## src/rtl/seq_det_pkg.sv

```systemverilog
// Shared definitions for the parametrised serial sequence detector.
// Optional pattern masking is enabled with the SEQ_DET_MASK_EN macro.
package seq_det_pkg;

  localparam logic [1:0] MODE_MOORE_OV  = 2'b00;
  localparam logic [1:0] MODE_MOORE_NOV = 2'b01;
  localparam logic [1:0] MODE_MEALY_OV  = 2'b10;
  localparam logic [1:0] MODE_MEALY_NOV = 2'b11;

  // Explicit encodings keep the legacy LOAD=0 / RUN=1 state values.
  typedef enum logic [0:0] {
    LOAD = 1'b0,
    RUN  = 1'b1
  } state_t;

  function automatic logic mode_is_mealy(input logic [1:0] m);
    return m[1];
  endfunction

  function automatic logic mode_is_nov(input logic [1:0] m);
    return m[0];
  endfunction

endpackage

```

## src/rtl/seq_det_window.sv

```systemverilog
// Shift window, fill counter and pattern compare for seq_detector_param.
// SEQ_DET_MASK_EN adds a don't-care mask input to the compare.
module seq_det_window
  import seq_det_pkg::*;
#(
  parameter int unsigned PAT_W = 5
) (
  input  logic             clk,
  input  logic             rst,
  input  logic             i_sample,
  input  logic             i_flush,
  input  logic             i_nov,
  input  logic             i_data,
  input  logic [PAT_W-1:0] i_pattern,
`ifdef SEQ_DET_MASK_EN
  input  logic [PAT_W-1:0] i_mask,
`endif
  output logic             o_hit
);

  localparam int unsigned FILL_W = $clog2(PAT_W + 1);
  localparam logic [FILL_W-1:0] FILL_FULL = FILL_W'(PAT_W);

  logic [PAT_W-1:0]  r_hist;
  logic [PAT_W-1:0]  w_hist_n;
  logic [PAT_W-1:0]  w_diff;
  logic [FILL_W-1:0] r_fill;
  logic [FILL_W-1:0] w_fill_n;

  always_comb begin
    w_hist_n = {r_hist[PAT_W-2:0], i_data};
    w_fill_n = (r_fill == FILL_FULL) ? r_fill : r_fill + FILL_W'(1);
`ifdef SEQ_DET_MASK_EN
    w_diff   = (w_hist_n ^ i_pattern) & ~i_mask;
`else
    w_diff   = w_hist_n ^ i_pattern;
`endif
    o_hit    = i_sample && (w_fill_n == FILL_FULL) && (w_diff == '0);
  end

  always_ff @(posedge clk) begin
    if (!rst) begin
      r_hist <= '0;
      r_fill <= '0;
    end else if (i_flush) begin
      r_hist <= '0;
      r_fill <= '0;
    end else if (i_sample) begin
      r_hist <= w_hist_n;
      r_fill <= (o_hit && i_nov) ? '0 : w_fill_n;
    end
  end

endmodule

```

## src/rtl/seq_detector_param.sv

```systemverilog
// Parametrised serial sequence detector with runtime pattern and mode.
// SEQ_DET_MASK_EN adds the pat_mask don't-care input.
module seq_detector_param
  import seq_det_pkg::*;
#(
  parameter int unsigned         PAT_W       = 5,
  parameter logic [PAT_W-1:0]    DEFAULT_PAT = PAT_W'(5'b10101),
  parameter int unsigned         CNT_W       = 8
) (
  input  logic             clk,
  input  logic             rst,
  input  logic             data_valid,
  input  logic             data,
  input  logic [1:0]       mode,
  input  logic             pat_load,
  input  logic [PAT_W-1:0] pat_in,
  input  logic             cnt_clr,
`ifdef SEQ_DET_MASK_EN
  input  logic [PAT_W-1:0] pat_mask,
`endif
  output logic             detected,
  output logic [CNT_W-1:0] match_count
);

  localparam logic [CNT_W-1:0] CNT_MAX = '1;

  state_t           r_state;
  logic [PAT_W-1:0] r_pattern;
  logic             r_moore_q;
  logic [CNT_W-1:0] r_count;
  logic             w_sample;
  logic             w_hit;

  // A load cycle discards its own sample; LOAD itself samples normally.
  assign w_sample = data_valid && !pat_load;

  seq_det_window #(
    .PAT_W (PAT_W)
  ) u_window (
    .clk       (clk),
    .rst       (rst),
    .i_sample  (w_sample),
    .i_flush   (pat_load),
    .i_nov     (mode_is_nov(mode)),
    .i_data    (data),
    .i_pattern (r_pattern),
`ifdef SEQ_DET_MASK_EN
    .i_mask    (pat_mask),
`endif
    .o_hit     (w_hit)
  );

  always_ff @(posedge clk) begin
    if (!rst) begin
      r_state <= RUN;
    end else begin
      case (r_state)
        LOAD:    r_state <= pat_load ? LOAD : RUN;
        default: r_state <= pat_load ? LOAD : RUN;
      endcase
    end
  end

  always_ff @(posedge clk) begin
    if (!rst) begin
      r_pattern <= DEFAULT_PAT;
    end else if (pat_load) begin
      r_pattern <= pat_in;
    end
  end

  // Only loaded in Moore mode, so a switch to Mealy shows a pending pulse once.
  always_ff @(posedge clk) begin
    if (!rst || pat_load) begin
      r_moore_q <= 1'b0;
    end else begin
      r_moore_q <= w_hit && !mode_is_mealy(mode);
    end
  end

  always_ff @(posedge clk) begin
    if (!rst || cnt_clr) begin
      r_count <= '0;
    end else if (w_hit && (r_count != CNT_MAX)) begin
      r_count <= r_count + CNT_W'(1);
    end
  end

  always_comb begin
    detected = 1'b0;
    if (rst) begin
      detected = mode_is_mealy(mode) ? (w_hit | r_moore_q) : r_moore_q;
    end
  end

  assign match_count = r_count;

endmodule

```

## config.mk

```make
export PLATFORM = sky130hd
export DESIGN_NAME = seq_detector_param
export DESIGN_NICKNAME = d
export VERILOG_FILES = /design/src/rtl/seq_det_pkg.sv /design/src/rtl/seq_det_window.sv /design/src/rtl/seq_detector_param.sv
export SDC_FILE = /design/constraint.sdc
export NUM_CORES = 1
export LEC_CHECK = 0
export ABC_CLOCK_PERIOD_IN_PS = 2700
export CORE_MARGIN = 5
export CORE_UTILIZATION = 49
export CTS_BUF_LIST = sky130_fd_sc_hd__clkbuf_16
export DETAILED_ROUTE_END_ITERATION = 10
export PLACE_DENSITY = 0.88
export REMOVE_ABC_BUFFERS = 1
export SETUP_SLACK_MARGIN = 0.5
export SYNTH_ARGS = -nofsm -noshare
export SYNTH_HDL_FRONTEND = slang
export SYNTH_HIERARCHICAL = 1
export SYNTH_SLANG_ARGS = --single-unit
```

## constraint.sdc

```tcl
create_clock -name clk -period 2.7 [get_ports clk]
set_input_delay 0.27 -clock clk [delete_from_list [all_inputs] [get_ports clk]]
set_output_delay 0.27 -clock clk [all_outputs]
set_load 0.05 [all_outputs]
```

==> results.md, run 1 <==
* Outcome: completed
* Vias in the first global route at 840
* Row count at 16
* Share of cells above drive strength 1 at 0.1176
* Clock sinks at 21
* Area of the mapped netlist at 1035 sq um
* Num CTS Buffers at 3
* DP Worst Slack at 0.4779 ns
* Max IR drop VDD at 372.6 uV
* Period utilization at 0.7774
* Non-Filler Instances at 163
* Remaining antenna violation count at 0
* Largest family of logic cells by synthesized area: simple AND/OR/NAND/NOR gates
* CP max stage cell: clkdlybuf4s50_1
* Global-route wire length before repair at 3836 microns
* Core Box Area at 1982 sq um
* Final WL at 2315 microns
* H-tree Lvls at 1
* Die Span Y at 55.96 microns
* Leading area contributor after synthesis: dfxtp_1
* Top FF cell, synth: dfxtp_1
* R2R cell count at 7
* Detailed Routing Iterations Pass 1 at 6
* Number of diodes at 0
* I/O pins at 22
* Synth warn at 6
* Avg Cell Area, Syn at 9.493 sq um
* Met1 Use GR at 0.1992
* Largest stage delay on the critical path at 0.46 ns
* Final setup violation count at 0
* CP cell instances: clkdlybuf4s50_1 -> nor2b_4 -> and3b_1 -> nand4_2 -> nor2_2 -> buf_6 -> a21oi_2 -> nor2b_2 -> buf_12
* Slew Limit Fails at 0
* Initial antenna violation count at 0
* Area Overhead vs Synth at 35.79%
* Clock Tree Buf Depth at 2
* Post-route design area at 1405 sq um
* GPL Wtd Cong at 0.8755
* Vias per cell at 5.540
* Simple-gate share of the synthesized area at 0.2406
* # nets final at 153
* Met3 Use GR at 0.009281
* Net Sw Power at 137.1 uW
* Leakage at 0.0005354 uW
* Chip width at 55.96 microns
* Final Hold Viols at 0
* Post-Synth XOR/XNOR Area at 0.05079
* Final core utilization at 0.7090
* Power share of the combinational group at 0.085
* R2R Setup Slk at 0.80 ns
* Setup WS post-layout at 0.6009 ns
* Iter 0 DRT Violations at 26
* Mux contribution to synthesized area at 0.1064
* Post-synth EDFFs at 0
* DP Wirelength at 1644 microns
* Sw Share at 0.2005
* CP delay by family, top: buffers and inverters
* Worst Max-Slew Pin Slew at 0.5127 ns
* Vias after detailed routing at 903
* Synth area leaders: dfxtp_1 (41%), mux2i_1 (11%), xnor2_1 (5.1%)
* CP endpoint kind: output port
* Gr usage total at 0.1505
* Cells after Synth at 109
* Hold WC Path Type: reg2reg
* DRC Markers at 0
* RSZ-0062 raised after global routing: false
* Die area at 3131 sq um
* R2r startpoint: u_window/r_hist[0]$_SDFFE_PP0P_
* DP Area at 1291 sq um
* Fmax at 476.4 MHz
* Worst Path Required at 2.43 ns
* Clock skew after layout at 0.003371 ns
* Met2 layer usage reported by global route at 0.2432
* CP Class: in2out
* Compound-cell area share of the yosys netlist at 0.1258
* Clock Power Share at 0.446
* Routed len/inst at 14.20 microns
* Critical Path Stages at 9
* Worst-Skew Late Latency at 0.25 ns
* Root Driver: clkbuf_16
* Setup TNS at 0 ns
* Post-synth top area share at 0.4063
* Flop pwr share at 0.469
* CP bufs+invs at 3
* CTS tree: done
* # Max-Cap Violations at 0
* Synth cell types at 32
* Clock-pin slew on the worst setup and hold paths at 0.06 ns
* Hold_sp: r_pattern[2]$_SDFFE_PN1P_
* Synthesized flop and latch total at 21
* CP Capture Point: detected
* Asr flop ratio synth at 0
* CP Max Fanout at 6
* P per Cell Area at 486.7 nW/um^2
* Total gr overflow at 0
* I/O Buffers at 21
* Cell with the most instances after synthesis: dfxtp_1
* Post-synthesis adder-cell area fraction at 0.03628
* Internal at 546.7 uW
* Initial core utilization at 0.5221
* RR Endpoint: match_count[7]$_SDFFE_PP0P_
* Period minus WS final at 2.099 ns
* Relative slew slack at 0.6571
* Post-synthesis sequential area ratio at 0.4063
* Placed cell count at 157
* Worst setup SP type: input port
* CP startpoint: pat_load
* Data arrival time of the worst path at 1.83 ns
* Largest net degree at the start of global routing at 12
* GRT busiest layer: met2
* Commonest cells post-synth: dfxtp_1 (21), mux2i_1 (11), nand2_1 (9)
## sequential cells by signal (all words and copies together) (netlist names)
| signal | count |
|---|---|
| match_count | 8 |
| r_moore_q | 1 |
| r_pattern | 5 |
| u_window/r_fill | 3 |
| u_window/r_hist | 4 |
## repair_timing
action / 4_1_cts / 5_1_grt
buffers inserted: 0 / 2
hold buffers: 0 / 0
gates resized for setup: 1 / 5
gates cloned: 0 / 0
pin swaps: 0 / 1
setup endpoints to repair: 1 / 2
## placed cells by master, fill, tap and decap left out, types with 2 or more instances in the layout
cell type        synthesis  routed
dfxtp_1                 21      21
clkdlybuf4s50_1          0      20
mux2i_1                 11      11
nand2_1                  9       9
nor2_1                   8       7
a21oi_1                  7       6
xnor2_1                  6       6
inv_1                    4       5
nor2b_1                  6       4
buf_4                    0       4
nor3_1                   3       3
nand4_1                  3       3
ha_1                     3       3
clkbuf_16                0       3
nand2b_1                 2       2
and3_1                   2       2
nand3_1                  2       2
and4_1                   2       2
a31oi_1                  2       2
a211oi_1                 2       2
o21ai_0                  2       2
## metrics by stage
stage / hold WS, ns / power (uW)
2_1_floorplan: 0.3319 / 353.4
3_3_place_gp: 0.4792 / 381.6
3_5_place_dp: 0.4812 / 383.4
4_1_cts: 0.4964 / 688.1
5_1_grt: 0.5350 / 704.8
6_report: 0.4909 / 683.8
## power by group through the flow
stage	clock network, uW	registers, uW	logic (uW)
3_3_place_gp	0	327	54.7
5_1_grt	320	321	63.1
3_5_place_dp	0	327	56.3
4_1_cts	311	320	57.1
2_1_floorplan	0	326	27.4
6_report	305	320	58.2
## how the worst min path moves through the flow
stage	to	slack, ns	depth (start not counted)
floorplan	r_pattern[0]$_SDFFE_PN1P_	0.33	1
global placement	r_pattern[0]$_SDFFE_PN1P_	0.48	2
detailed placement	r_pattern[2]$_SDFFE_PN1P_	0.48	2
CTS	r_pattern[2]$_SDFFE_PN1P_	0.50	2
global route	r_pattern[2]$_SDFFE_PN1P_	0.53	2
finish	r_pattern[2]$_SDFFE_PN1P_	0.49	2
## cell type report
type / count / area (sq um)
timing repair buffer: 26 / 261.5
sequential: 21 / 420.4
clock buffer: 3 / 75.07
inverter: 4 / 15.01
fill: 141 / 576.8
tap: 27 / 33.78
clock inverter: 1 / 3.754
multi-input combinational: 81 / 595.6
## worst reg2reg max path: stages, from the launching register on
cell	delay, ns
dfxtp_1	0.32
xnor2_1	0.23
nand4_2	0.18
nor2_2	0.18
buf_4	0.13
nand4_1	0.11
or4b_1	0.47
and3_1	0.19
## metal layers
metal / vias up / share of wire
met3: 4 / 0.030
met1: 423 / 0.46
met2: 25 / 0.49
met5: - / 0
li1: 451 / -
met4: 0 / 0.015
## cell families after synthesis
| kind of cell | after synthesis |
|---|---|
| AND/OR/NAND/NOR | 43 |
| flip-flops | 21 |
| AO/OA/AOI/OAI | 18 |
| multiplexers | 11 |
| buffers and inverters | 7 |
| XOR/XNOR | 6 |
| adder cells (fa/ha/maj) | 3 |
Power figures use the tool's default switching activity.
==> run 2: changes to the inputs <==
--- a/config.mk
+++ b/config.mk
@@ -5,12 +5,12 @@
 export SDC_FILE = /design/constraint.sdc
 export NUM_CORES = 1
 export LEC_CHECK = 0
-export ABC_CLOCK_PERIOD_IN_PS = 2700
+export ABC_CLOCK_PERIOD_IN_PS = 1900
 export CORE_MARGIN = 5
-export CORE_UTILIZATION = 49
+export CORE_UTILIZATION = 44
 export CTS_BUF_LIST = sky130_fd_sc_hd__clkbuf_16
 export DETAILED_ROUTE_END_ITERATION = 10
-export PLACE_DENSITY = 0.88
+export PLACE_DENSITY = 0.84
 export REMOVE_ABC_BUFFERS = 1
 export SETUP_SLACK_MARGIN = 0.5
 export SYNTH_ARGS = -nofsm -noshare
==> constraint.sdc (replaced) <==
create_clock -name clk -period 1.9 [get_ports clk]
set_input_delay 0.19 -clock clk [delete_from_list [all_inputs] [get_ports clk]]
set_output_delay 0.19 -clock clk [all_outputs]
set_load 0.05 [all_outputs]
==> run 2 against run 1 <==
  * Critical path depth decreased by 2
  * Non-clock buffer count is 12 higher
  * Global-route usage increased by 2.6 points
  * Clock skew is 0.00074 ns lower
  * Register-to-register slack got worse by 0.66 ns
  * Power increased by 47%
  * Sequential cell count unchanged
  * Design area up 15%
  * Via count grew 6.6%
  * Die area is 9.3% higher
  * Clock power increased by 49%
  * Combinational power up 64%
  * Critical endpoint is now match_count[7]$_SDFFE_PP0P_
  * Largest cell class unchanged
==> results.md, run 2 (same netlist as run 1, synthesis figures left out) <==
* Row count at 17
* RSZ-0062 raised after global routing: true
* Fmax at 568.2 MHz
* Die area at 3422 sq um
* # Max-Cap Violations at 0
* Core Box Area at 2233 sq um
* Number of diodes at 0
* Clock Tree Buf Depth at 2
* Root Driver: clkbuf_16
* Worst Path Required at 2.05 ns
* Clock-pin slew on the worst setup and hold paths at 0.06 ns
* DP Wirelength at 1805 microns
* Period utilization at 0.9262
* CP bufs+invs at 1
* Period minus WS final at 1.760 ns
* CP Class: reg2reg
* Largest stage delay on the critical path at 0.47 ns
* Remaining antenna violation count at 0
* Share of cells above drive strength 1 at 0.3716
* Chip width at 58.50 microns
* Leakage at 0.0006383 uW
* Worst Max-Slew Pin Slew at 0.4913 ns
* Relative slew slack at 0.6738
* Routed len/inst at 16.48 microns
* Final WL at 2901 microns
* Hold WC Path Type: in2reg
* GPL Wtd Cong at 0.8701
* Max IR drop VDD at 742.4 uV
* Gr usage total at 0.1766
* Final Hold Viols at 0
* Total Power at 1006 uW
* Slew Limit Fails at 0
* Power share of the combinational group at 0.095
* # nets final at 165
* R2R Setup Slk at 0.14 ns
* Sw Share at 0.2180
* CTS hold repair buffers at 0
* Vias in the first global route at 1059
* Clock skew after layout at 0.002631 ns
* I/O Buffers at 21
* Num CTS Buffers at 3
* I/O pins at 22
* Internal at 786.7 uW
* Clock Power Share at 0.450
* Initial antenna violation count at 0
* Most frequent cells in the layout: dfxtp_1 (12), mux2i_1 (11)
* Outcome: completed
* Commonest non-fill, non-tap cell in the layout: dfxtp_1
* Vias per cell at 5.472
* H-tree Lvls at 1
* CP cell instances: xnor2_1 -> nand2_1 -> nor2_4 -> buf_6 -> nand4_1 -> or4b_1 -> and3_1
* CP max stage cell: or4b_1
* Final setup violation count at 0
* Initial core utilization at 0.4633
* Data arrival time of the worst path at 1.91 ns
* CTS tree: done
* Area Overhead vs Synth at 55.86%
* Iter 0 DRT Violations at 38
* Worst setup SP type: register
* Number of flip-flops in the largest register at 8
* Die Span Y at 58.50 microns
* Net Sw Power at 219.3 uW
* Total gr overflow at 0
* Worst-Skew Late Latency at 0.25 ns
* Flop pwr share at 0.455
* Clock sinks at 21
* DRC Markers at 0
* Detailed Routing Iterations Pass 1 at 4
* Largest net degree at the start of global routing at 13
* Global-route wire length before repair at 4671 microns
* Vias after detailed routing at 963
* Hold slack at 0.3915 ns
* P per Cell Area at 623.7 nW/um^2
* CP delay by family, top: simple AND/OR/NAND/NOR gates
* CP endpoint kind: register
* CP Max Fanout at 3
* Fill count at 156
-- run 2: cell types whose count changed in the layout (fill, tap and decap cells not counted), moves of 4 or more --
cell,previous run,this run
clkdlybuf4s50_1,20,9
dfxtp_1,21,12
dfxtp_2,0,9
buf_6,1,8
buf_4,4,9
clkdlybuf4s15_2,0,5
dlygate4sd2_1,0,4
-- run 2: power groups by stage --
stage          Sequential, uW  Combinational [uW]  Clock (uW)
6_report                  458                95.4         453
3_3_place_gp              465                81.8           0
5_1_grt                   459                 103         483
3_5_place_dp              465                85.5           0
2_1_floorplan             463                38.9           0
4_1_cts                   457                89.7         457
-- run 2: tightest hold or removal path, delay by kind of cell --
kind / cells / cell delay (ns)
buffers and inverters: 1 / 0.24
muxes: 1 / 0.09
and+or+nand+nor: 1 / 0.09
-- run 2: layout make-up --
type	count	area, sq um	area share
multi-input combinational	81	676.9	0.4197
sequential	21	431.7	0.2676
timing repair buffer	38	374.1	0.2320
clock buffer	3	75.07	0.04655
tap	28	35.03	0.02172
inverter	4	15.01	0.009310
clock inverter	1	5.005	0.003103
-- run 2: stage by stage --
step                instance area [sq um]  utilization  setup WS [ns]  cells  setup TNS, ns
global placement                     1338       0.5989        -0.1789    164        -0.6374
detailed placement                   1338       0.5989        -0.2393    164        -0.8594
floorplan                            1015            -        -0.3640    106        -0.7282
CTS                                  1538       0.6885         0.1017    175              0
global route                         1613       0.7221        0.08117    176              0
finish                               1613       0.7221         0.1402    176              0
-- run 2: layer usage --
layer  part of all wire  routed length, microns  vias up  global-route usage
met4              0.017                      48        0             0.05629
met1               0.39                    1142      444              0.1869
li1                   -                       -      469                   -
met2               0.54                    1563       37              0.3285
met3              0.050                     145       13             0.05482
met5                  0                       0        -                   0
-- run 2: worst paths after layout --
check,cells after the start,to,startpoint
max reg2reg,7,match_count[7]$_SDFFE_PP0P_,u_window/r_hist[1]$_SDFFE_PP0P_
max,7,match_count[7]$_SDFFE_PP0P_,u_window/r_hist[1]$_SDFFE_PP0P_
min reg2reg,2,r_pattern[2]$_SDFFE_PN1P_,r_pattern[2]$_SDFFE_PN1P_
min,3,u_window/r_hist[0]$_SDFFE_PP0P_,data
-- run 2: what timing repair did --
| action | CTS | global route |
|---|---|---|
| resized for setup | 44 | 20 |
| hold endpoints to repair | 0 | 0 |
| buffers inserted | 7 | 1 |
| pin swaps | 12 | 5 |
| setup endpoints to repair | 21 | 16 |
==> run 3: changes to the inputs <==
--- a/config.mk
+++ b/config.mk
@@ -5,12 +5,12 @@
 export SDC_FILE = /design/constraint.sdc
 export NUM_CORES = 1
 export LEC_CHECK = 0
-export ABC_CLOCK_PERIOD_IN_PS = 1900
+export ABC_CLOCK_PERIOD_IN_PS = 1700
 export CORE_MARGIN = 5
-export CORE_UTILIZATION = 44
+export CORE_UTILIZATION = 49
 export CTS_BUF_LIST = sky130_fd_sc_hd__clkbuf_16
 export DETAILED_ROUTE_END_ITERATION = 10
-export PLACE_DENSITY = 0.84
+export PLACE_DENSITY = 0.88
 export REMOVE_ABC_BUFFERS = 1
 export SETUP_SLACK_MARGIN = 0.5
 export SYNTH_ARGS = -nofsm -noshare
==> constraint.sdc (replaced) <==
create_clock -name clk -period 1.7 [get_ports clk]
set_input_delay 0.17 -clock clk [delete_from_list [all_inputs] [get_ports clk]]
set_output_delay 0.17 -clock clk [all_outputs]
set_load 0.05 [all_outputs]
==> run 3 against run 2 <==
  * The flow now finishes with violations (negative setup slack)
  * Critical path depth stayed put
  * Die area decreased by 8.5%
  * Largest cell class unchanged
  * Cell count shrank 2.3%
  * Global-route usage up 0.30 points
  * Sequential cell count did not move
  * First-iteration DRC count is 53% lower
  * Combinational power up 22%
  * Worst hold slack worse by 0.065 ns
  * Sequential share of layout area is 0.75 points higher
  * Via count up 4.3%
==> results.md, run 3 (same netlist as run 1, synthesis figures left out) <==
* Routed len/inst at 19.26 microns
* Multi-input logic area at 676.9 sq um
* CTS hold repair buffers at 0
* Leakage at 0.0006364 uW
* Final setup violation count at 6
* Remaining antenna violation count at 0
* Global-route wire length before repair at 4436 microns
* Area Overhead vs Synth at 51.63%
* Vias after detailed routing at 1004
* Die area at 3131 sq um
* Number of diodes at 0
* DRC Markers at 0
* Relative slew slack at 0.7687
* Final WL at 3312 microns
* CTS tree: done
* GPL Wtd Cong at 0.9253
* Vias in the first global route at 1006
* RSZ-0062 raised after global routing: true
* Clock Tree Buf Depth at 2
* P per Cell Area at 712.2 nW/um^2
* Worst Max-Slew Pin Slew at 0.3465 ns
* Die Span Y at 55.96 microns
* Final core utilization at 0.7917
* Outcome: finished, violations left
* Initial core utilization at 0.5221
* Total Power at 1117 uW
* Clock skew after layout at 0.001233 ns
* Chip width at 55.96 microns
* Clock sinks at 21
* Max IR drop VDD at 578.2 uV
* Core Box Area at 1982 sq um
* Iter 0 DRT Violations at 18
* Num CTS Buffers at 3
* Worst Path Required at 1.85 ns
* Violated checks: negative setup slack
* Gr usage total at 0.1796
* Vias per cell at 5.837
* Hold WC Path Type: in2reg
* Largest stage delay on the critical path at 0.48 ns
* Final Hold Viols at 0
* CP Max Fanout at 2
* Slew Limit Fails at 0
* CP Class: reg2reg
* Commonest non-fill, non-tap cell in the layout: buf_4
* Largest net degree at the start of global routing at 12
* Clock-pin slew on the worst setup and hold paths at 0.06 ns
* DP Worst Slack at -0.4628 ns
* Most frequent cells in the layout: buf_4 (17), dfxtp_1 (12), mux2i_1 (11)
* CP bufs+invs at 1
* Initial antenna violation count at 0
* Worst-Skew Late Latency at 0.25 ns
* Worst setup SP type: register
* # nets final at 162
* CP max stage cell: or4b_1
* Placed cell count at 163
* H-tree Lvls at 1
* I/O Buffers at 21
* Number of flip-flops in the largest register at 8
* Non-Filler Instances at 172
* Setup WS post-layout at -0.1268 ns
* Detailed Routing Iterations Pass 1 at 4
* CP endpoint kind: register
* Total gr overflow at 0
* Period utilization at 1.075
* CP cell instances: xnor2_1 -> nand2_1 -> nor2_4 -> buf_4 -> nand4_1 -> or4b_1 -> and3_1
* Fill count at 110
* Row count at 16
* Period minus WS final at 1.827 ns
* Root Driver: clkbuf_16
* CP delay by family, top: simple AND/OR/NAND/NOR gates
* Share of cells above drive strength 1 at 0.3793
* Register area at 431.7 sq um
* I/O pins at 22
* Data arrival time of the worst path at 1.97 ns
* DP Wirelength at 1794 microns
* # Max-Cap Violations at 0
* Fmax at 547.4 MHz
-- run 3: cell types whose count changed in the layout (fill, tap and decap cells not counted), moves of 2 or more --
cell / previous run / this run
buf_6: 8 / 4
dlygate4sd2_1: 4 / 2
clkbuf_2: 2 / 0
buf_12: 0 / 2
a21boi_2: 0 / 2
clkdlybuf4s15_2: 5 / 0
buf_4: 9 / 17
-- run 3: metrics by stage --
stage | instance area (sq um) | TNS (ns) | hold WS, ns
CTS | 1455 | -0.1318 | 0.4846
floorplan | 1015 | -1.946 | 0.2319
global placement | 1316 | -1.812 | 0.4759
detailed placement | 1316 | -2.412 | 0.4802
global route | 1569 | -0.4870 | 0.3590
finish | 1569 | -0.3567 | 0.3263
-- run 3: cell type report --
cell class	instances	share of cell area
sequential	21	0.2751
clock buffer	3	0.04785
tap	27	0.02153
multi-input combinational	81	0.4314
clock inverter	1	0.002392
timing repair buffer	35	0.2121
inverter	4	0.009569
-- run 3: what timing repair did --
action | 4_1_cts | 5_1_grt
buffers inserted | 2 | 3
pin swaps | 10 | 9
resized for setup | 19 | 21
gates cloned | 0 | 0
hold endpoints to repair | 0 | 0
setup endpoints to repair | 13 | 13
-- run 3: where the power goes --
group	internal, uW	switching (uW)	leakage, uW
clock	313	177	0.0000423
sequential	503	8.60	0.000172
combinational	65.1	50.4	0.000422
-- run 3: path summary, 6_finish.rpt --
path,start,end,slack (ns),depth (start not counted)
hold / removal,data,u_window/r_hist[0]$_SDFFE_PP0P_,0.33,3
setup / recovery,r_pattern[2]$_SDFFE_PN1P_,match_count[7]$_SDFFE_PP0P_,-0.13,7
hold reg to reg,r_pattern[2]$_SDFFE_PN1P_,r_pattern[2]$_SDFFE_PN1P_,0.49,2
setup reg to reg,r_pattern[2]$_SDFFE_PN1P_,match_count[7]$_SDFFE_PP0P_,-0.13,7
-- run 3: routing by layer --
metal / track usage / share of wire / wire length [microns] / vias up
met1: 0.1989 / 0.37 / 1240 / 488
met3: 0.02320 / 0.038 / 125 / 15
met4: 0.1322 / 0.044 / 147 / 0
met5: 0 / 0 / 0 / -
li1: - / - / - / 462
met2: 0.3108 / 0.54 / 1798 / 39
-- run 3: worst min-delay path, cell delays in order --
cell,delay (ns)
dlymetal6s2s_1,0.15
mux2i_1,0.12
nor2_1,0.10
